### src/rtl/plintr_pkg.sv
// Shared definitions for the AXI-Lite interrupt controller: register map and response codes.
package plintr_pkg;

  // Register byte offsets
  localparam logic [4:0] GIE_OFF = 5'h00;
  localparam logic [4:0] IER_OFF = 5'h04;
  localparam logic [4:0] ISR_OFF = 5'h08;
  localparam logic [4:0] IAR_OFF = 5'h0C;
  localparam logic [4:0] IPR_OFF = 5'h10;

  // AXI response code
  typedef enum logic [1:0] {
    RESP_OKAY   = 2'b00,
    RESP_EXOKAY = 2'b01,
    RESP_SLVERR = 2'b10,
    RESP_DECERR = 2'b11
  } axi_resp_e;

endpackage

### src/rtl/plintr_axil_irq_ctrl_if.sv
// AXI4-Lite bus bundle (no ID, no PROT) with master and slave views.
interface plintr_axil_irq_ctrl_if #(
  parameter int ADDR_W = 5,
  parameter int DATA_W = 32
);
  import plintr_pkg::*;

  logic [ADDR_W-1:0]   awaddr;
  logic                awvalid;
  logic                awready;
  logic [DATA_W-1:0]   wdata;
  logic [DATA_W/8-1:0] wstrb;
  logic                wvalid;
  logic                wready;
  axi_resp_e           bresp;
  logic                bvalid;
  logic                bready;
  logic [ADDR_W-1:0]   araddr;
  logic                arvalid;
  logic                arready;
  logic [DATA_W-1:0]   rdata;
  axi_resp_e           rresp;
  logic                rvalid;
  logic                rready;

  modport slave (
    input  awaddr, awvalid, wdata, wstrb, wvalid, bready, araddr, arvalid, rready,
    output awready, wready, bresp, bvalid, arready, rdata, rresp, rvalid
  );

  modport master (
    output awaddr, awvalid, wdata, wstrb, wvalid, bready, araddr, arvalid, rready,
    input  awready, wready, bresp, bvalid, arready, rdata, rresp, rvalid
  );

endinterface

### src/rtl/plintr_src_detect.sv
// One interrupt source: synchroniser chain, polarity normalisation, edge/level event.
module plintr_src_detect #(
  parameter int SYNC_STAGES = 2,
  parameter bit EDGE        = 1'b1,
  parameter bit ACTIVE_HIGH = 1'b1
) (
  input  logic clk,
  input  logic rst_n,
  input  logic intr_in,
  output logic evt
);

  logic sync_out;
  logic norm;
  logic prev_q, prev_d;

  if (SYNC_STAGES == 0) begin : g_bypass
    assign sync_out = intr_in;
  end else begin : g_sync
    logic [SYNC_STAGES-1:0] sync_q, sync_d;

    // Shift the raw input one stage deeper per clock
    always_comb sync_d = SYNC_STAGES'({sync_q, intr_in});

    // Synchroniser flops, cleared by reset
    always_ff @(posedge clk) begin
      if (!rst_n) sync_q <= '0;
      else        sync_q <= sync_d;
    end

    assign sync_out = sync_q[SYNC_STAGES-1];
  end

  // Normalise polarity and derive the event; edge mode compares with last cycle
  always_comb begin
    norm   = ACTIVE_HIGH ? sync_out : ~sync_out;
    prev_d = norm;
    evt    = EDGE ? (norm & ~prev_q) : norm;
  end

  // Previous normalised value for rising-edge detection
  always_ff @(posedge clk) begin
    if (!rst_n) prev_q <= 1'b0;
    else        prev_q <= prev_d;
  end

endmodule

### src/rtl/plintr_axil_irq_ctrl.sv
// AXI4-Lite interrupt controller: latches masked PL interrupt events and drives one irq line.
module plintr_axil_irq_ctrl
  import plintr_pkg::*;
#(
  parameter int                       C_S_AXI_DATA_WIDTH  = 32,
  parameter int                       C_S_AXI_ADDR_WIDTH  = 5,
  parameter int                       C_NUM_OF_INTR       = 1,
  parameter logic [C_NUM_OF_INTR-1:0] C_INTR_SENSITIVITY  = '1,
  parameter logic [C_NUM_OF_INTR-1:0] C_INTR_ACTIVE_STATE = '1,
  parameter bit                       C_IRQ_SENSITIVITY   = 1'b1,
  parameter bit                       C_IRQ_ACTIVE_STATE  = 1'b1,
  parameter int                       C_SYNC_STAGES       = 2
) (
  input  logic                     S_AXI_ACLK,
  input  logic                     S_AXI_ARESETN,
  plintr_axil_irq_ctrl_if.slave    s_axi,
  input  logic [C_NUM_OF_INTR-1:0] intr_in,
  output logic                     irq
);

  localparam int N  = C_NUM_OF_INTR;
  localparam int AW = C_S_AXI_ADDR_WIDTH;
  localparam int DW = C_S_AXI_DATA_WIDTH;

  logic          gie_q, gie_d;
  logic [N-1:0]  ier_q, ier_d;
  logic [N-1:0]  isr_q, isr_d;
  logic [N-1:0]  evt;
  logic [N-1:0]  wmask;
  logic [N-1:0]  ack;
  logic          wr_rdy_q, wr_rdy_d;
  logic          bvalid_q, bvalid_d;
  logic          ar_rdy_q, ar_rdy_d;
  logic          rvalid_q, rvalid_d;
  logic [DW-1:0] rdata_q, rdata_d;
  logic          irq_q, irq_d;
  logic          cond_prev_q, cond_prev_d;
  logic          wr_hs, rd_hs, irq_cond;

  // Per-source detectors and the byte-strobe mask bit that covers each source
  for (genvar gi = 0; gi < N; gi++) begin : g_src
    plintr_src_detect #(
      .SYNC_STAGES (C_SYNC_STAGES),
      .EDGE        (C_INTR_SENSITIVITY[gi]),
      .ACTIVE_HIGH (C_INTR_ACTIVE_STATE[gi])
    ) u_src (
      .clk     (S_AXI_ACLK),
      .rst_n   (S_AXI_ARESETN),
      .intr_in (intr_in[gi]),
      .evt     (evt[gi])
    );
    assign wmask[gi] = s_axi.wstrb[gi/8];
  end

  // Bus handshakes, register writes, status latching and irq generation
  always_comb begin
    wr_hs    = wr_rdy_q & s_axi.awvalid & s_axi.wvalid;
    rd_hs    = ar_rdy_q & s_axi.arvalid;
    // Ready pulses for one cycle; blocked while a response is still outstanding
    wr_rdy_d = s_axi.awvalid & s_axi.wvalid & ~bvalid_q & ~wr_rdy_q;
    bvalid_d = wr_hs | (bvalid_q & ~s_axi.bready);
    ar_rdy_d = s_axi.arvalid & ~rvalid_q & ~ar_rdy_q;
    rvalid_d = rd_hs | (rvalid_q & ~s_axi.rready);

    gie_d = gie_q;
    ier_d = ier_q;
    ack   = '0;
    if (wr_hs) begin
      case (s_axi.awaddr)
        AW'(GIE_OFF): if (s_axi.wstrb[0]) gie_d = s_axi.wdata[0];
        AW'(IER_OFF): ier_d = (ier_q & ~wmask) | (s_axi.wdata[N-1:0] & wmask);
        AW'(IAR_OFF): ack = s_axi.wdata[N-1:0] & wmask;
        default: ;
      endcase
    end

    // Set beats clear so an event coinciding with its ack is kept
    isr_d = (isr_q & ~ack) | (evt & ier_q);

    rdata_d = rdata_q;
    if (rd_hs) begin
      case (s_axi.araddr)
        AW'(GIE_OFF): rdata_d = DW'(gie_q);
        AW'(IER_OFF): rdata_d = DW'(ier_q);
        AW'(ISR_OFF): rdata_d = DW'(isr_q);
        AW'(IPR_OFF): rdata_d = DW'(isr_q & ier_q);
        default:      rdata_d = '0;
      endcase
    end

    irq_cond    = gie_q & |(isr_q & ier_q);
    cond_prev_d = irq_cond;
    irq_d       = C_IRQ_SENSITIVITY ? irq_cond : (irq_cond & ~cond_prev_q);
  end

  // State registers; reset abandons any in-flight transaction
  always_ff @(posedge S_AXI_ACLK) begin
    if (!S_AXI_ARESETN) begin
      gie_q       <= 1'b0;
      ier_q       <= '0;
      isr_q       <= '0;
      wr_rdy_q    <= 1'b0;
      bvalid_q    <= 1'b0;
      ar_rdy_q    <= 1'b0;
      rvalid_q    <= 1'b0;
      rdata_q     <= '0;
      irq_q       <= 1'b0;
      cond_prev_q <= 1'b0;
    end else begin
      gie_q       <= gie_d;
      ier_q       <= ier_d;
      isr_q       <= isr_d;
      wr_rdy_q    <= wr_rdy_d;
      bvalid_q    <= bvalid_d;
      ar_rdy_q    <= ar_rdy_d;
      rvalid_q    <= rvalid_d;
      rdata_q     <= rdata_d;
      irq_q       <= irq_d;
      cond_prev_q <= cond_prev_d;
    end
  end

  assign s_axi.awready = wr_rdy_q;
  assign s_axi.wready  = wr_rdy_q;
  assign s_axi.bvalid  = bvalid_q;
  assign s_axi.bresp   = RESP_OKAY;
  assign s_axi.arready = ar_rdy_q;
  assign s_axi.rvalid  = rvalid_q;
  assign s_axi.rdata   = rdata_q;
  assign s_axi.rresp   = RESP_OKAY;
  assign irq           = C_IRQ_ACTIVE_STATE ? irq_q : ~irq_q;

endmodule

### src/flat_wrapper.sv
// flat-port wrapper written by rule: the top's interface ports become plain ports
module plintr_axil_irq_ctrl_flat import plintr_pkg::*;
#(
  parameter int                       C_S_AXI_DATA_WIDTH  = 32,
  parameter int                       C_S_AXI_ADDR_WIDTH  = 5,
  parameter int                       C_NUM_OF_INTR       = 1,
  parameter logic [C_NUM_OF_INTR-1:0] C_INTR_SENSITIVITY  = '1,
  parameter logic [C_NUM_OF_INTR-1:0] C_INTR_ACTIVE_STATE = '1,
  parameter bit                       C_IRQ_SENSITIVITY   = 1'b1,
  parameter bit                       C_IRQ_ACTIVE_STATE  = 1'b1,
  parameter int                       C_SYNC_STAGES       = 2
)
  (S_AXI_ACLK, S_AXI_ARESETN, intr_in, irq, s_axi_awaddr, s_axi_awvalid, s_axi_wdata, s_axi_wstrb, s_axi_wvalid, s_axi_bready, s_axi_araddr, s_axi_arvalid, s_axi_rready, s_axi_awready, s_axi_wready, s_axi_bresp, s_axi_bvalid, s_axi_arready, s_axi_rdata, s_axi_rresp, s_axi_rvalid);
  plintr_axil_irq_ctrl_if #(.ADDR_W(5), .DATA_W(32)) s_axi_i ();
  input  logic S_AXI_ACLK;
  input  logic S_AXI_ARESETN;
  input  logic [C_NUM_OF_INTR-1:0] intr_in;
  output logic irq;
  input wire logic [$bits(s_axi_i.awaddr)-1:0] s_axi_awaddr;
  input wire logic [$bits(s_axi_i.awvalid)-1:0] s_axi_awvalid;
  input wire logic [$bits(s_axi_i.wdata)-1:0] s_axi_wdata;
  input wire logic [$bits(s_axi_i.wstrb)-1:0] s_axi_wstrb;
  input wire logic [$bits(s_axi_i.wvalid)-1:0] s_axi_wvalid;
  input wire logic [$bits(s_axi_i.bready)-1:0] s_axi_bready;
  input wire logic [$bits(s_axi_i.araddr)-1:0] s_axi_araddr;
  input wire logic [$bits(s_axi_i.arvalid)-1:0] s_axi_arvalid;
  input wire logic [$bits(s_axi_i.rready)-1:0] s_axi_rready;
  output wire logic [$bits(s_axi_i.awready)-1:0] s_axi_awready;
  output wire logic [$bits(s_axi_i.wready)-1:0] s_axi_wready;
  output wire logic [$bits(s_axi_i.bresp)-1:0] s_axi_bresp;
  output wire logic [$bits(s_axi_i.bvalid)-1:0] s_axi_bvalid;
  output wire logic [$bits(s_axi_i.arready)-1:0] s_axi_arready;
  output wire logic [$bits(s_axi_i.rdata)-1:0] s_axi_rdata;
  output wire logic [$bits(s_axi_i.rresp)-1:0] s_axi_rresp;
  output wire logic [$bits(s_axi_i.rvalid)-1:0] s_axi_rvalid;
  assign s_axi_i.awaddr = s_axi_awaddr;
  assign s_axi_i.awvalid = s_axi_awvalid;
  assign s_axi_i.wdata = s_axi_wdata;
  assign s_axi_i.wstrb = s_axi_wstrb;
  assign s_axi_i.wvalid = s_axi_wvalid;
  assign s_axi_i.bready = s_axi_bready;
  assign s_axi_i.araddr = s_axi_araddr;
  assign s_axi_i.arvalid = s_axi_arvalid;
  assign s_axi_i.rready = s_axi_rready;
  assign s_axi_awready = s_axi_i.awready;
  assign s_axi_wready = s_axi_i.wready;
  assign s_axi_bresp = s_axi_i.bresp;
  assign s_axi_bvalid = s_axi_i.bvalid;
  assign s_axi_arready = s_axi_i.arready;
  assign s_axi_rdata = s_axi_i.rdata;
  assign s_axi_rresp = s_axi_i.rresp;
  assign s_axi_rvalid = s_axi_i.rvalid;
  plintr_axil_irq_ctrl #(.C_S_AXI_DATA_WIDTH(C_S_AXI_DATA_WIDTH), .C_S_AXI_ADDR_WIDTH(C_S_AXI_ADDR_WIDTH), .C_NUM_OF_INTR(C_NUM_OF_INTR), .C_INTR_SENSITIVITY(C_INTR_SENSITIVITY), .C_INTR_ACTIVE_STATE(C_INTR_ACTIVE_STATE), .C_IRQ_SENSITIVITY(C_IRQ_SENSITIVITY), .C_IRQ_ACTIVE_STATE(C_IRQ_ACTIVE_STATE), .C_SYNC_STAGES(C_SYNC_STAGES)) u_core (.S_AXI_ACLK(S_AXI_ACLK), .S_AXI_ARESETN(S_AXI_ARESETN), .s_axi(s_axi_i), .intr_in(intr_in), .irq(irq));
endmodule
### config.mk
export PLATFORM = sky130hd
export DESIGN_NAME = plintr_axil_irq_ctrl_flat
export DESIGN_NICKNAME = d
export VERILOG_FILES = /design/src/rtl/plintr_pkg.sv /design/src/rtl/plintr_axil_irq_ctrl_if.sv /design/src/rtl/plintr_src_detect.sv /design/src/rtl/plintr_axil_irq_ctrl.sv /design/src/flat_wrapper.sv
export SDC_FILE = /design/constraint.sdc
export NUM_CORES = 1
export LEC_CHECK = 0
export CAP_MARGIN = 0
export CORE_MARGIN = 8
export CORE_UTILIZATION = 26
export DETAILED_ROUTE_END_ITERATION = 10
export PLACE_DENSITY = 0.81
export SKIP_CTS_REPAIR_TIMING = 1
export SYNTH_ARGS = -nofsm -noshare
export SYNTH_HDL_FRONTEND = slang
export SYNTH_SLANG_ARGS = --single-unit
export TNS_END_PERCENT = 50
### constraint.sdc
create_clock -name S_AXI_ACLK -period 1.4 [get_ports S_AXI_ACLK]
set_input_delay 0.35 -clock S_AXI_ACLK [delete_from_list [all_inputs] [get_ports S_AXI_ACLK]]
set_output_delay 0.35 -clock S_AXI_ACLK [all_outputs]
set_load 0.1 [all_outputs]
; Word-level counts from Yosys, hierarchy flattened
; Index checks and enable logic that the tools add are counted.
[op_classes]
add_sub_neg = 0
n_mul = 0
n_div = 0
magnitude_cmp = 0
eq_ne = 5
shift = 0
muxes = 3
n_bitwise = 31
reduce_logical = 4
[ops]
columns = operator, n
row1 = one-hot mux 32 bit (4 select lines), 1
row2 = bitwise AND 1 bit, 18
row3 = "equality test 5 x 3 -> 1 bit, second input constant", 2
row4 = "equality test 5 x 4 -> 1 bit, second input constant", 2
row5 = zero test 5 bit, 2
row6 = inverter 1 bit, 9
row7 = "equality test 5 bit, second input constant", 1
row8 = OR 1 bit, 4
row9 = AND reduction 3 bit, 1
row10 = two-way mux 1 bit, 2
row11 = AND reduction 2 bit, 1
[totals]
ff_bits = 43
latch_bits = 0
ramBits = 0
romBits = 0
out_inout_bits = 42
memories = 0

; Longest topological paths before layout
; Gate-level depths: netlist of the first run.
[depth]
ltp_word = 6
mapped_depth = 4
ltp_nobuf = 4

; By module
; Synthesis of the first run repeated with hierarchy kept, for this count alone.
[unflattened]
hier_cells = 88
area_unflattened_um2 = 787.0
[modules_own_cells]
columns = mod, instances, cells_per_inst, area_per_inst_um2
row1 = plintr_axil_irq_ctrl, 1, 81, 694.4
row2 = plintr_src_detect, 1, 7, 92.6

; Worst setup path before layout of the first run
; No wires, ideal clock.
[synth_timing]
path_kind = reg-to-reg
start = register u_core.wr_rdy_q (netlist: u_core.s_axi.awready)
end = register u_core.isr_q
setup_time_ns = 0.121
arrival_ns = 1.702
required_ns = 1.279
setup_slack_ns = -0.423
path_stages_with_launch = 5
period_less_slack_ns = 1.823
cell_sequence = dfxtp_1 > and3_4 > nand3_2 > o311ai_1 > nand2_1
[synth_via]
elab_chain_cells = 6
[synth_rtl]
columns = element, line_no
row1 = from (decl), plintr_axil_irq_ctrl.sv:31  ; logic wr_rdy_q, wr_rdy_d;
row2 = from (signal assigned), plintr_axil_irq_ctrl.sv:113  ; wr_rdy_q <= wr_rdy_d;
row3 = bitwise AND 1 bit (2 in series), plintr_axil_irq_ctrl.sv:57  ; wr_hs = wr_rdy_q & s_axi.awvalid & s_axi.wvalid;
row4 = two-way mux 1 bit, plintr_axil_irq_ctrl.sv:68  ; if (wr_hs) begin
row5 = inverter 1 bit, plintr_axil_irq_ctrl.sv:78  ; isr_d = (isr_q & ~ack) | (evt & ier_q);
row6 = bitwise AND 1 bit, plintr_axil_irq_ctrl.sv:78
row7 = OR 1 bit, plintr_axil_irq_ctrl.sv:78
row8 = to (signal assigned), plintr_axil_irq_ctrl.sv:112  ; isr_q <= isr_d;
row9 = to (decl), plintr_axil_irq_ctrl.sv:27  ; logic [N-1:0] isr_q, isr_d;
; No other way between the ends.
; A chain may end at the register's enable or synchronous reset.

; Worst setup path after layout of the first run
[layout_timing]
start = input port s_axi_wvalid
end = register u_core.isr_q
[layout_via]
elab_chain_cells = 5
[layout_rtl]
columns = element, line_no
row1 = from (decl), flat_wrapper.sv:23  ; input wire logic [$bits(s_axi_i.wvalid)-1:0] s_axi_wvalid;
row2 = bitwise AND 1 bit, plintr_axil_irq_ctrl.sv:57
row3 = two-way mux 1 bit, plintr_axil_irq_ctrl.sv:68
row4 = inverter 1 bit, plintr_axil_irq_ctrl.sv:78
row5 = bitwise AND 1 bit, plintr_axil_irq_ctrl.sv:78
row6 = OR 1 bit, plintr_axil_irq_ctrl.sv:78
; No other way between the ends.

==> flow_summary.json, run 1 <==
{
  "status": "finished clean",
  "synth_most_common_cell": "buf_4",
  "drtIter0Drc": 17,
  "drtPass1Iterations": 4,
  "start_util_pct": 26.3,
  "die_area_sq_mm": 0.00499,
  "area_delta_synth_final_pct": 35.5,
  "seq_area_sq_um": 243,
  "via_per_inst": 3.72,
  "drive_above_1_share_pct": 17.2,
  "finalSetupTns_ps": 0,
  "wirelength_mm": 1.63,
  "die_w_microns": 70.6,
  "fmax_mhz": 758,
  "route.met2.wl_microns": 650,
  "hold_ws_ps": 441,
  "crit_arrival_ps": 1480,
  "placed_cells": 145,
  "drc_errors": 0,
  "synth_edf_count": 0,
  "synth_area_leaders": "buf_4 (36%), dfxtp_1 (31%), nand2_1 (2.9%)",
  "r2r_cells": 4,
  "core-area_sq_mm": 0.00295,
  "dp_hpwl_mm": 1.42,
  "grt_overflow": 0,
  "final_net_count": 171,
  "r2r_end": "u_core.isr_q$_SDFF_PN0_",
  "wl_met1_microns": 769,
  "placed_area_sq_mm": 0.00101,
  "power.density_mw_per_mm2": 1130,
  "highest_layer": "met4",
  "ios": 96,
  "worstHoldStart": "u_core.g_src[0].u_src.g_sync.sync_q[0]$_SDFF_PN0_",
  "cts_buffer_depth": 2,
  "finalHoldViolCount": 0,
  "async_reset_ff_share_pct": 0,
  "numCtsBuffers": 3,
  "synth_cell_type_count": 27,
  "clock_sinks": 12,
  "required_ps": 1560,
  "worstSetupPathType": "in -> reg",
  "numPortBuffers": 26,
  "n_antenna_cell": 0,
  "antenna_found_initial": 0,
  "clk_pin_slew_worst_paths_ps": 80,
  "syn_inst": 87,
  "slew_violations": 0,
  "chipHeight_microns": 70.6,
  "htree_levels": 1,
  "grt_usage_pct": 6.47,
  "synth_top_area_share_pct": 35.8,
  "ir_drop_uv": 282,
  "fin_cells": 149,
  "hold_path.class": "reg -> reg",
  "cap_violations": 0,
  "r2r-start": "u_core.s_axi.awready$_SDFF_PN0_",
  "synth-seq-cells": 12,
  "synth_common_cells": "buf_4 (37), dfxtp_1 (12), nand2_1 (6)",
  "seq_area_frac_synth_pct": 31.0,
  "power.leakage_nw": 0.472,
  "setup_viol": 0,
  "clk_latency_ps": 270,
  "cp-end-kind": "flip-flop",
  "hold_end": "u_core.g_src[0].u_src.g_sync.sync_q[1]$_SDFF_PN0_",
  "cts-root-buf": "clkbuf_4",
  "yosys.area.top_type": "buf_4",
  "place_congestion": 0.705,
  "grt_pass1_vias": 581,
  "grt_pass1_wl_mm": 2.59,
  "fin_util_pct": 35.6,
  "vias": 555,
  "wl_per_cell_microns": 11.0,
  "worstPathMaxFanout": 3,
  "finClkSkew_ps": 2.99,
  "grt_max_degree": 9,
  "yosysWarnings": 0,
  "period_needed_ps": 1320,
  "r2r_setup_slack_ps": 220,
  "synth.avg_cell_area_sq_um": 8.92,
  "syn-cell-area_sq_um": 776,
  "worstHoldPathCells": 1,
  "cts_tree": "done",
  "crit_path_start_kind": "primary input",
  "fin_area_sq_mm": 0.00105,
  "multi_input_area_sq_um": 378,
  "fill_cells": 318,
  "synth_ff_type": "dfxtp_1",
  "std_cell_rows": 20,
  "grt_setup_unrepaired": "false",
  "final_antenna_net_count": 0,
  "wl_met3_microns": 178,
  "fin_crit_sh_pct": 94.2
}
[metal layers]
metal | global-route usage, % | vias up
met5 | 0 | -
met4 | 5.54 | 0
met3 | 3.25 | 2
met2 | 8.25 | 40
met1 | 7.72 | 236
li1 | - | 277
[power breakdown]
group	total [mW]	switching (mW)	internal, mW
Clock	0.270	0.112	0.158
Sequential	0.357	0.00720	0.350
Combinational	0.563	0.480	0.0834
[logic make-up after synthesis]
kind of cell,share of synthesized area [%]
AO/OA/AOI/OAI,6.94
other,0.483
multiplexers,2.58
flip-flops,31.0
AND/OR/NAND/NOR,22.3
buffers and inverters,36.8
[registers in the layout (all words and copies together), names as in the netlist, named ones only]
| name | flops |
|---|---|
| u_core.g_src.u_src.g_sync.sync_q | 2 |
| u_core.g_src.u_src.prev_q | 1 |
| u_core.gie_q | 1 |
| u_core.irq | 1 |
| u_core.isr_q | 1 |
| u_core.s_axi.arready | 1 |
| u_core.s_axi.awready | 1 |
| u_core.s_axi.bvalid | 1 |
| u_core.s_axi.rdata | 1 |
| u_core.s_axi.rvalid | 1 |
[cell usage in the layout (no fill, tap or decap), types with 3 or more instances in the layout]
cell type        instances
nand2_1                  6
conb_1                  35
dfxtp_1                 10
clkdlybuf4s50_1         19
buf_12                   7
clkbuf_4                 3
[through the flow]
| stage | setup WS (ps) | total power [mW] |
|---|---|---|
| 3_5_place_dp | -208 | 0.924 |
| 3_3_place_gp | -215 | 0.923 |
| 6_report | 81.0 | 1.19 |
| 5_1_grt | 12.9 | 1.24 |
| 2_1_floorplan | -64.6 | 0.910 |
| 4_1_cts | 80.7 | 1.20 |
[critical path: stages]
cell             delay, ps
clkdlybuf4s50_1        480
and3_4                 210
nand3_2                 80
o311ai_1               290
nand2_1                 80
[how the worst max path moves through the flow]
stage,startpoint,slack [ps],end
floorplan,u_core.s_axi.awready$_SDFF_PN0_,-60,u_core.isr_q$_SDFF_PN0_
global placement,s_axi_wvalid,-210,u_core.isr_q$_SDFF_PN0_
detailed placement,s_axi_wvalid,-210,u_core.isr_q$_SDFF_PN0_
CTS,s_axi_wvalid,80,u_core.isr_q$_SDFF_PN0_
global route,s_axi_wvalid,10,u_core.isr_q$_SDFF_PN0_
finish,s_axi_wvalid,80,u_core.isr_q$_SDFF_PN0_
[area by class of cell]
class | count | area share (%)
sequential | 12 | 23.1
multi-input combinational | 70 | 36.0
timing repair buffer | 28 | 32.9
tap | 33 | 3.93
clock buffer | 4 | 3.45
inverter | 2 | 0.714
No activity file was read; power rests on OpenSTA's default activity.
==> run 2: changes to the inputs <==
Settings changed: GPL_TIMING_DRIVEN from default to 0.
==> flow_summary.json, run 2 (synthesized netlist as in run 1, its figures left out) <==
{
  "cp_cell_sequence": "buf_2",
  "fin_crit_sh_pct": 96.3,
  "power.density_mw_per_mm2": 1020,
  "hold_path.class": "reg -> reg",
  "crit_arrival_ps": 1000,
  "grt_max_degree": 11,
  "cts-root-buf": "clkbuf_4",
  "cts_tree": "done",
  "cts_buffer_depth": 2,
  "area_delta_synth_final_pct": 58.2,
  "die_w_microns": 70.6,
  "drc_errors": 0,
  "layout_common_cells": "buf_4 (37), conb_1 (35), clkdlybuf4s50_1 (19)",
  "final_antenna_net_count": 0,
  "wirelength_mm": 1.76,
  "final_common_cell": "buf_4",
  "setup_ws_ps": 51.1,
  "fin_cells": 184,
  "grt_usage_pct": 6.84,
  "htree_levels": 1,
  "multi_input_area_sq_um": 378,
  "slowest_delay_ps": 420,
  "fmax_mhz": 741,
  "ios": 96,
  "status": "finished clean",
  "cp_top_family": "buffers and inverters",
  "grt_pass1_wl_mm": 2.75,
  "dp_hpwl_mm": 1.51,
  "ir_drop_uv": 366,
  "worstSetupPathType": "reg -> out",
  "period_needed_ps": 1350,
  "n_antenna_cell": 0,
  "drive_above_1_share_pct": 36.4,
  "antenna_found_initial": 0,
  "finClkSkew_ps": 2.47,
  "largest_reg_flops": 2,
  "clk_latency_ps": 270,
  "clock_sinks": 12,
  "slew_violations": 0,
  "required_ps": 1050,
  "cp-end-kind": "primary output",
  "place_congestion": 0.719,
  "crit_slowest_cell": "buf_2",
  "core-area_sq_mm": 0.00295,
  "grt_pass1_vias": 627,
  "crit_path_start_kind": "flip-flop",
  "power.leakage_nw": 0.641,
  "path_buf_inv": 1,
  "placed_cells": 180,
  "numPortBuffers": 26,
  "grt_setup_unrepaired": "false",
  "fill_cells": 313,
  "via_per_inst": 3.50,
  "fin_area_sq_mm": 0.00123,
  "die_area_sq_mm": 0.00499,
  "drtPass1Iterations": 4,
  "worstPathMaxFanout": 1,
  "vias": 644,
  "top_register": "u_core.g_src.u_src.g_sync.sync_q",
  "drtIter0Drc": 13,
  "finalHoldViolCount": 0,
  "setup_viol": 0,
  "cap_violations": 0,
  "grt_overflow": 0,
  "std_cell_rows": 20,
  "chipHeight_microns": 70.6,
  "placed_area_sq_mm": 0.00121,
  "fin_util_pct": 41.6,
  "numCtsBuffers": 3,
  "wl_per_cell_microns": 9.55,
  "clk_pin_slew_worst_paths_ps": 70,
  "final_net_count": 206,
  "start_util_pct": 26.3,
  "seq_area_sq_um": 243,
  "r2r_setup_slack_ps": 270,
  "pre_cts_slack_ps": -510
}
## run 2: report_power, final
part	internal, mW	switching [mW]
logic	0.136	0.492
registers	0.349	0.00396
clock network	0.158	0.119
## run 2: through the flow
stage | power (mW) | setup TNS [ps] | hold slack, ps
global route | 1.31 | 0 | 445
CTS | 1.27 | -5140 | 431
finish | 1.26 | 0 | 429
global placement | 0.984 | -3320 | 406
floorplan | 0.910 | -64.6 | 412
detailed placement | 0.986 | -3400 | 420
## run 2: area by class of cell
cell class                 instances  share of cell area (%)
sequential                        12                    19.8
multi-input combinational         70                    30.8
timing repair buffer              26                    19.9
tap                               33                    3.36
inverter                           2                   0.612
buffer                            37                    22.6
clock buffer                       4                    2.96
## run 2: final timing paths
kind | start | endpoint | cells after the start
max | u_core.irq$_SDFF_PN0_ | irq | 1
min | u_core.s_axi.arready$_SDFF_PN0_ | u_core.s_axi.arready$_SDFF_PN0_ | 1
max reg2reg | u_core.s_axi.awready$_SDFF_PN0_ | u_core.isr_q$_SDFF_PN0_ | 4
min reg2reg | u_core.s_axi.arready$_SDFF_PN0_ | u_core.s_axi.arready$_SDFF_PN0_ | 1
## run 2: layer usage
metal / share of wire, % / GRT usage, %
met5: 0 / 0
met1: 44 / 7.55
met3: 14 / 3.25
met4: 2.8 / 6.93
met2: 40 / 9.18
==> run 3: changes to the inputs <==
Settings changed: PLACE_DENSITY 0.81 to 0.8, SYNTH_HIERARCHICAL from default to 1.
==> flow_summary.json, run 3 <==
{
  "cts-root-buf": "clkbuf_4",
  "cts_tree": "done",
  "seq_area_frac_synth_pct": 30.5,
  "power.leakage_nw": 0.629,
  "crit_slowest_cell": "buf_2",
  "synth_most_common_cell": "buf_4",
  "htree_levels": 1,
  "fin_util_pct": 41.4,
  "required_ps": 1050,
  "synth_compound_area_share_pct": 5.72,
  "synthXorXnorAreaFrac_pct": 0,
  "grt_pass1_vias": 649,
  "clk_latency_ps": 270,
  "synth_top_area_share_pct": 34.3,
  "antenna_found_initial": 0,
  "area_delta_synth_final_pct": 55.5,
  "ios": 96,
  "die_area_sq_mm": 0.00504,
  "power.density_mw_per_mm2": 972,
  "wl_met1_microns": 772,
  "path_buf_inv": 1,
  "die_w_microns": 71.0,
  "async_reset_ff_share_pct": 0,
  "via_per_inst": 3.47,
  "finClkSkew_ps": 0.661,
  "hold_ws_ps": 433,
  "highest_layer": "met3",
  "syn-cell-area_sq_um": 787,
  "n_antenna_cell": 0,
  "yosys.area.top_type": "buf_4",
  "worstSetupPathType": "reg -> out",
  "placed_cells": 181,
  "yosysWarnings": 6,
  "core-area_sq_mm": 0.00295,
  "synth_ff_type": "dfxtp_1",
  "cp_top_family": "buffers and inverters",
  "synth_common_cells": "buf_4 (36), dfxtp_1 (12), nand2_1 (6), nand2b_1 (4)",
  "period_needed_ps": 1340,
  "worstPathMaxFanout": 1,
  "wirelength_mm": 1.73,
  "cp-end-kind": "primary output",
  "drtPass1Iterations": 3,
  "final_common_cell": "buf_4",
  "drtIter0Drc": 8,
  "synth_cell_type_count": 24,
  "crit_path_start_kind": "flip-flop",
  "finalHoldViolCount": 0,
  "top_register": "u_core/g_src.u_src/g_sync.sync_q",
  "largest_reg_flops": 2,
  "grt_max_degree": 11,
  "grt_setup_unrepaired": "false",
  "slowest_delay_ps": 420,
  "synthMuxAreaShare_pct": 2.54,
  "fmax_mhz": 747,
  "status": "finished clean",
  "synthSimpleGateAreaFrac_pct": 25.8,
  "fin_area_sq_mm": 0.00122,
  "route.met2.wl_microns": 746,
  "clk_pin_slew_worst_paths_ps": 70,
  "wl_per_cell_microns": 9.42,
  "synth_edf_count": 0,
  "placed_area_sq_mm": 0.00122,
  "cap_violations": 0,
  "place_congestion": 0.746,
  "ir_drop_uv": 353,
  "slew_violations": 0,
  "hold_path.class": "reg -> reg",
  "synth-seq-cells": 12,
  "vias": 639,
  "fin_cells": 184,
  "synth_adder_area_share_pct": 0,
  "crit_arrival_ps": 990,
  "final_net_count": 207,
  "synth_area_leaders": "buf_4 (34%), dfxtp_1 (31%), nand2b_1 (3.2%)",
  "cts_buffer_depth": 2,
  "final_antenna_net_count": 0,
  "start_util_pct": 26.7,
  "drc_errors": 0,
  "finalPower_mw": 1.19,
  "r2r_setup_slack_ps": 340,
  "fin_crit_sh_pct": 95.6,
  "grt_usage_pct": 7.18,
  "drive_above_1_share_pct": 33.1,
  "setup_viol": 0,
  "dp_hpwl_mm": 1.56,
  "grt_overflow": 0,
  "clock_sinks": 12,
  "cp_cell_sequence": "buf_2",
  "wl_met3_microns": 214,
  "chipHeight_microns": 71.0,
  "synth.avg_cell_area_sq_um": 8.94,
  "std_cell_rows": 20,
  "synth_top_family_by_area": "buffers and inverters",
  "numPortBuffers": 26,
  "grt_pass1_wl_mm": 2.92,
  "syn_inst": 88,
  "layout_common_cells": "buf_4 (36), conb_1 (35), clkdlybuf4s50_1 (19)",
  "numCtsBuffers": 3
}
==> run 3: cells by family after synthesis <==
group,Yosys count
AOI/OAI and AO/OA,6
buffers and inverters,37
DFF,12
muxes,2
other,1
and+or+nand+nor,30
==> run 3: worst paths after layout <==
| check | start | end | cells past startpoint |
|---|---|---|---|
| setup reg to reg | u_core/s_axi.awready$_SDFF_PN0_ | u_core/isr_q$_SDFF_PN0_ | 3 |
| setup / recovery | u_core/irq$_SDFF_PN0_ | irq | 1 |
| hold / removal | u_core/g_src[0].u_src/g_sync.sync_q[0]$_SDFF_PN0_ | u_core/g_src[0].u_src/g_sync.sync_q[1]$_SDFF_PN0_ | 1 |
| hold reg to reg | u_core/g_src[0].u_src/g_sync.sync_q[0]$_SDFF_PN0_ | u_core/g_src[0].u_src/g_sync.sync_q[1]$_SDFF_PN0_ | 1 |
==> run 3: layout make-up <==
class                           instances  area (sq um)
Buffer                                 37           275
Multi-Input combinational cell         73           399
Fill cell                             310          1730
Tap cell                               33          41.3
Timing Repair Buffer                   26           244
Clock buffer                            3          22.5
Sequential cell                        12           241
==> run 3: routing by layer <==
metal / up-vias / GRT usage, %
met2: 37 / 11.3
met1: 248 / 6.78
met5: - / 0
met4: 0 / 2.08
met3: 0 / 6.21
li1: 354 / -
==> run 3: stage by stage <==
stage	setup slack, ps	setup TNS [ps]
after floorplan	-207	-207
after detailed placement	-520	-3550
after CTS	-822	-5140
after global routing	14.4	0
final	62.1	0
after global placement	-517	-3520
==> run 3: report_power, final <==
part,leakage (nW),switching (mW),total [mW],internal [mW]
clock network,0.0138,0.106,0.206,0.0994
registers,0.0980,0.00486,0.354,0.349
logic,0.517,0.492,0.630,0.138
==> edit 1: new RTL, flow settings as in run 1 <==
Take the reset off `rdata_q` and load it in a clocked block of its own.
--- a/src/rtl/plintr_axil_irq_ctrl.sv
+++ b/src/rtl/plintr_axil_irq_ctrl.sv
@@ -103,7 +103,6 @@
       bvalid_q    <= 1'b0;
       ar_rdy_q    <= 1'b0;
       rvalid_q    <= 1'b0;
-      rdata_q     <= '0;
       irq_q       <= 1'b0;
       cond_prev_q <= 1'b0;
     end else begin
@@ -114,10 +113,13 @@
       bvalid_q    <= bvalid_d;
       ar_rdy_q    <= ar_rdy_d;
       rvalid_q    <= rvalid_d;
-      rdata_q     <= rdata_d;
       irq_q       <= irq_d;
       cond_prev_q <= cond_prev_d;
     end
+  end
+
+  always_ff @(posedge S_AXI_ACLK) begin
+    rdata_q <= rdata_d;
   end
 
   assign s_axi.awready = wr_rdy_q;
Check against the original RTL: differs if S_AXI_ARESETN is asserted again (counterexample within 4 cycles, from zero or initial values and one cycle with S_AXI_ARESETN low); with S_AXI_ARESETN held inactive, the same outputs for 10 cycles.
==> edit 1 against run 1 <==
  * Sequential share of layout area rose by 1.1 points
  * Register-to-register slack got worse by 0.09 ns
  * Final cell count shrank 4.0%
  * Non-clock buffer count did not move
  * Wire length up 5.9%
  * Worst setup slack better by 0.012 ns
  * Sequential cell count did not move
  * Fmax grew 0.90%
  * Synthesized cell count down 4.6%
  * Final area down 1.1%
  * Synthesized area decreased by 2.3%
  * Hold slack lost 0.0059 ns
  * Power fell by 4.1%
  * Critical endpoint unchanged
==> edit 1: results (changes against run 1) <==
Route
  • Met3 wire len: 153 um (-14%)
  • Vias per cell: 3.923 (+5.3%)
  • Uppermost routed layer: met4
  • Met2 routed WL: 892 um (+37%)
  • Routed WL: 1.731 mm (+5.9%)
  • M1 WL: 647 um (-16%)
  • Initial DRC Count: 1 (-16)

Power
  • Seq pwr share: 0.316 (+0.016)
  • Worst vdd ir: 0.5285 mV (+87%)
  • Leakage: 0.0004919 uW (+4.2%)
  • Clock network fraction of total power: 0.189 (-0.038)
  • Pwr Total: 1141 uW (-4.1%)

GRT
  • Grt met1 use: 0.06073 (-0.01644)
  • First-pass GRT wire length: 2.808 mm (+8.5%)
  • Largest net degree at the start of global routing: 8 (-1)
  • GR Layer Usage met3: 0.02401 (-0.008475)

Final layout
  • Clock network area share: 0.02527 (-0.009253)
  • Nonclk inv count: 1 (-1)
  • Multi-input comb cells: 67 (-4.3%)
  • Fill count: 280 (-12%)
  • Signal buf overhead: 0.3393 (+0.01078)
  • Register area: 251.5 um^2 (+3.6%)
  • Nets: 167 (-2.3%)
  • Multi-input logic area: 366.6 um^2 (-3.0%)

Synth
  • Post-synthesis sequential area ratio: 0.3300 (+0.02036)
  • Number of synthesized flops with an enable pin: 1 (+1)
  • Area contributors post-synth: buf_4 (36%), dfxtp_1 (29%), edfxtp_1 (4.0%)
  • Yosys cell types: 24 (-11%)
  • Commonest cells in the netlist: buf_4 (36), dfxtp_1 (11), and2_1 (4), nor2b_1 (4), nand2_1 (3)

Outcome
  • Status: completed

Place
  • GPL Wtd Cong: 0.6651 (-5.6%)
  • Post-DP HPWL: 1.522 mm (+6.9%)

Critical path
  • R2R depth: 2 (-2)
  • R2R Path Start: u_core.gie_q
  • Reg2reg end: u_core.s_axi.rdata[0]

Worst hold path
  • Worst min path class: flip-flop to flip-flop

STA
  • Skew final: 0.002064 ns (-0.0009290 ns)
-- edit 1: logic make-up after synthesis --
group	count (synthesis)	share of synthesized area
buf+inv	38	0.3680
flops	12	0.3300
other cells	1	0.004946
mux	2	0.02640
compound gates	5	0.05115
simple gates	25	0.2195
-- edit 1: metrics by stage --
stage / hold WS (ns) / worst slack [ns] / std cells / instance area (um^2)
2_1_floorplan: 0.4119 / -0.08521 / 117 / 887.1
3_3_place_gp: 0.4236 / -0.2991 / 139 / 996.0
3_5_place_dp: 0.4184 / -0.3364 / 139 / 996.0
4_1_cts: 0.4351 / -0.06224 / 143 / 1022
5_1_grt: 0.4570 / 0.02412 / 143 / 1040
6_report: 0.4352 / 0.09282 / 143 / 1040
-- edit 1: worst reg2reg max path, stage by stage (launching register included) --
cell and delay [ns]:
dfxtp_1 0.33, or4_4 0.53, and3_1 0.18
==> edit 2: new RTL, settings of run 1 <==
Made on the original files. `C_IRQ_ACTIVE_STATE` is set to 1'b1 in 2 places; all go to 1'b0.
--- a/src/rtl/plintr_axil_irq_ctrl.sv
+++ b/src/rtl/plintr_axil_irq_ctrl.sv
@@ -8,7 +8,7 @@
   parameter logic [C_NUM_OF_INTR-1:0] C_INTR_SENSITIVITY  = '1,
   parameter logic [C_NUM_OF_INTR-1:0] C_INTR_ACTIVE_STATE = '1,
   parameter bit                       C_IRQ_SENSITIVITY   = 1'b1,
-  parameter bit                       C_IRQ_ACTIVE_STATE  = 1'b1,
+  parameter bit                       C_IRQ_ACTIVE_STATE  = 1'b0,
   parameter int                       C_SYNC_STAGES       = 2
 ) (
   input  logic                     S_AXI_ACLK,
--- a/src/flat_wrapper.sv
+++ b/src/flat_wrapper.sv
@@ -7,7 +7,7 @@
   parameter logic [C_NUM_OF_INTR-1:0] C_INTR_SENSITIVITY  = '1,
   parameter logic [C_NUM_OF_INTR-1:0] C_INTR_ACTIVE_STATE = '1,
   parameter bit                       C_IRQ_SENSITIVITY   = 1'b1,
-  parameter bit                       C_IRQ_ACTIVE_STATE  = 1'b1,
+  parameter bit                       C_IRQ_ACTIVE_STATE  = 1'b0,
   parameter int                       C_SYNC_STAGES       = 2
 )
   (S_AXI_ACLK, S_AXI_ARESETN, intr_in, irq, s_axi_awaddr, s_axi_awvalid, s_axi_wdata, s_axi_wstrb, s_axi_wvalid, s_axi_bready, s_axi_araddr, s_axi_arvalid, s_axi_rready, s_axi_awready, s_axi_wready, s_axi_bresp, s_axi_bvalid, s_axi_arready, s_axi_rdata, s_axi_rresp, s_axi_rvalid);
Function: changed (Yosys sat finds a counterexample within 4 cycles, from zero or initial values and one cycle with S_AXI_ARESETN low).
==> edit 2 against run 1 <==
  * Critical path depth unchanged
  * Final area decreased by 1.8%
  * Sequential power about the same
  * Worst setup slack improved by 0.022 ns
  * Count of clock-buffer cells in the layout decreased by 1
  * Die area decreased by 0.24%
  * Clock skew increased by 0.0021 ns
  * Sequential cell count unchanged
  * Wire length increased by 0.92%
  * Final cell count decreased by 1.3%
  * Power decreased by 5.6%
  * Largest cell class unchanged
  * Synthesized area decreased by 0.32%
==> edit 2: results (changes against run 1) <==
Final layout
  • # diodes: 0 (unchanged)
  • Nets: 172 (+0.58%)
  • Max reg flops: 2 (unchanged)
  • Top reg by flops: u_core.g_src.u_src.g_sync.sync_q
  • Fraction of layout instances using a drive strength above 1: 0.1552 (-0.01724)

Critical path
  • Critical Path RT: 1.56 ns (about the same)
  • Worst reg2reg setup slack: 0.25 ns (+0.03 ns)
  • R2R Path Start: u_core.s_axi.awready
  • CP max FO: 2 (-1)
  • CP Capture Point: u_core.isr_q
  • CP Launch Point: s_axi_wvalid
  • CP delay by family, top: buffers and inverters
  • R2R depth: 4 (unchanged)
  • CP max stage delay: 0.48 ns (about the same)
  • Slowest-stage cell, CP: clkdlybuf4s50_1

Synth
  • Mux share of post-synthesis cell area: 0.02589 (+0.00008352)
  • Ys Warns: 0 (unchanged)
  • Commonest cells in the netlist: buf_4 (37), dfxtp_1 (12), nand2_1 (6), and2_1 (3), inv_1 (3)
  • Synth Area in XOR/XNOR: 0 (unchanged)
  • Adder-cell share of the synthesized area: 0 (unchanged)
  • Mapped Avg Cell Area: 8.787 um^2 (-1.5%)
  • Main combinational cell family by area after synthesis: buffers and inverters
  • Area contributors post-synth: buf_4 (36%), dfxtp_1 (31%), nand2_1 (2.9%)
  • Compound-Gate Fraction of Synth Area: 0.06958 (+0.0002244)
  • Ys async rst share: 0 (unchanged)
  • Post-synthesis sequential area ratio: 0.3107 (+0.001002)
  • Yosys cell types: 26 (-3.7%)
  • Main synth FF type: dfxtp_1

Clocking
  • Reg clk slew, reported paths: 0.07 ns
  • H-Tree Depth: 1 (unchanged)
  • Clock Tree Root: clkbuf_4
  • CTS buffer count: 3 (unchanged)
  • Clk_lat worst skew: 0.27 ns (about the same)
  • Max clock buf depth: 2 (unchanged)

Route
  • DRT Pass-1 Iters: 3 (-1)
  • Routed WL: 1.649 mm (+0.92%)
  • Number of remaining DRC errors: 0 (unchanged)
  • DR vias: 553 (-0.36%)
  • Initial DRC Count: 4 (-13)
  • Wire length per cell: 11.22 um (+2.3%)

Place
  • Post-DP Area: 1010 um^2 (-0.49%)
  • Placed insts: 144 (-0.69%)
  • GPL Wtd Cong: 0.6839 (-2.9%)
  • PortBufs: 26 (unchanged)
  • Post-DP HPWL: 1.448 mm (+1.8%)

GRT
  • Vias in the first global route: 591 (+1.7%)
  • First-pass GRT wire length: 2.601 mm (+0.54%)
  • Initial antenna violation count: 0 (unchanged)
  • Largest net degree at the start of global routing: 10 (+1)
  • GRT Overall Usage: 0.06473 (about the same)

STA
  • Skew final: 0.005119 ns (+0.002126 ns)

Power
  • Leakage: 0.0004666 uW (-1.1%)
  • Worst vdd ir: 0.5448 mV (+93%)

Worst hold path
  • Worst min path class: flip-flop to flip-flop

Outcome
  • Status: completed
==> edit 2: area by class of cell <==
cell class	instances	area (um^2)
fill	294	1749
multi-input combinational	70	371.6
timing repair buffer	28	345.3
sequential	12	242.7
tap	31	38.79
clock buffer	3	22.52
inverter	3	11.26
==> edit 2: kinds of logic (layout without fill, tap and decap cells) <==
| kind of cell | after synthesis | count (layout) |
|---|---|---|
| AOI/OAI and AO/OA | 7 | 7 |
| buffers and inverters | 40 | 34 |
| DFF | 12 | 12 |
| muxes | 2 | 2 |
| other | 1 | 35 |
| and+or+nand+nor | 26 | 26 |
==> edit 2: per-stage QoR <==
stage / TNS [ns] / hold slack (ns) / total power, uW / worst slack (ns) / util
global route: 0 / 0.4722 / 1166 / 0.05650 / 0.3711
finish: 0 / 0.4392 / 1123 / 0.1027 / 0.3711
detailed placement: -0.6104 / 0.4233 / 921.9 / -0.1828 / 0.3630
floorplan: -0.06530 / 0.4119 / 909.3 / -0.06530 / -
CTS: 0 / 0.4404 / 1129 / 0.1076 / 0.3711
global placement: -0.4653 / 0.4143 / 919.6 / -0.1801 / 0.3630
==> edit 2: worst register-to-register path, cell delays in order, from the launching register on <==
cell      delay (ns)
dfxtp_2         0.40
and3_4          0.21
nand3_2         0.07
o311ai_1        0.29
nand2_1         0.08
==> edit 2: worst min path at each step <==
stage	from	endpoint	slack (ns)	cells after the start
detailed placement	u_core.g_src[0].u_src.g_sync.sync_q[0]	u_core.g_src[0].u_src.g_sync.sync_q[1]	0.42	1
finish	u_core.g_src[0].u_src.g_sync.sync_q[0]	u_core.g_src[0].u_src.g_sync.sync_q[1]	0.44	1
global route	u_core.s_axi.arready	u_core.s_axi.arready	0.47	1
CTS	u_core.g_src[0].u_src.g_sync.sync_q[0]	u_core.g_src[0].u_src.g_sync.sync_q[1]	0.44	1
global placement	u_core.g_src[0].u_src.g_sync.sync_q[0]	u_core.g_src[0].u_src.g_sync.sync_q[1]	0.41	1
floorplan	u_core.g_src[0].u_src.g_sync.sync_q[0]	u_core.g_src[0].u_src.g_sync.sync_q[1]	0.41	1
==> edit 2: layer usage <==
layer  track usage  up-vias  part of all wire
met4       0.04595        0             0.022
met5             0        -                 0
met1       0.06694      229              0.44
met2       0.08753       42              0.39
met3       0.05021        4              0.14
li1              -      278                 -
==> edit 2: where the power goes <==
part,total (uW),internal (uW),leakage [uW],switching [uW]
Combinational,560,81.5,0.000354,479
Clock,206,99.3,0.0000138,107
Sequential,357,350,0.0000984,6.94
Total,1120,530,0.000467,593
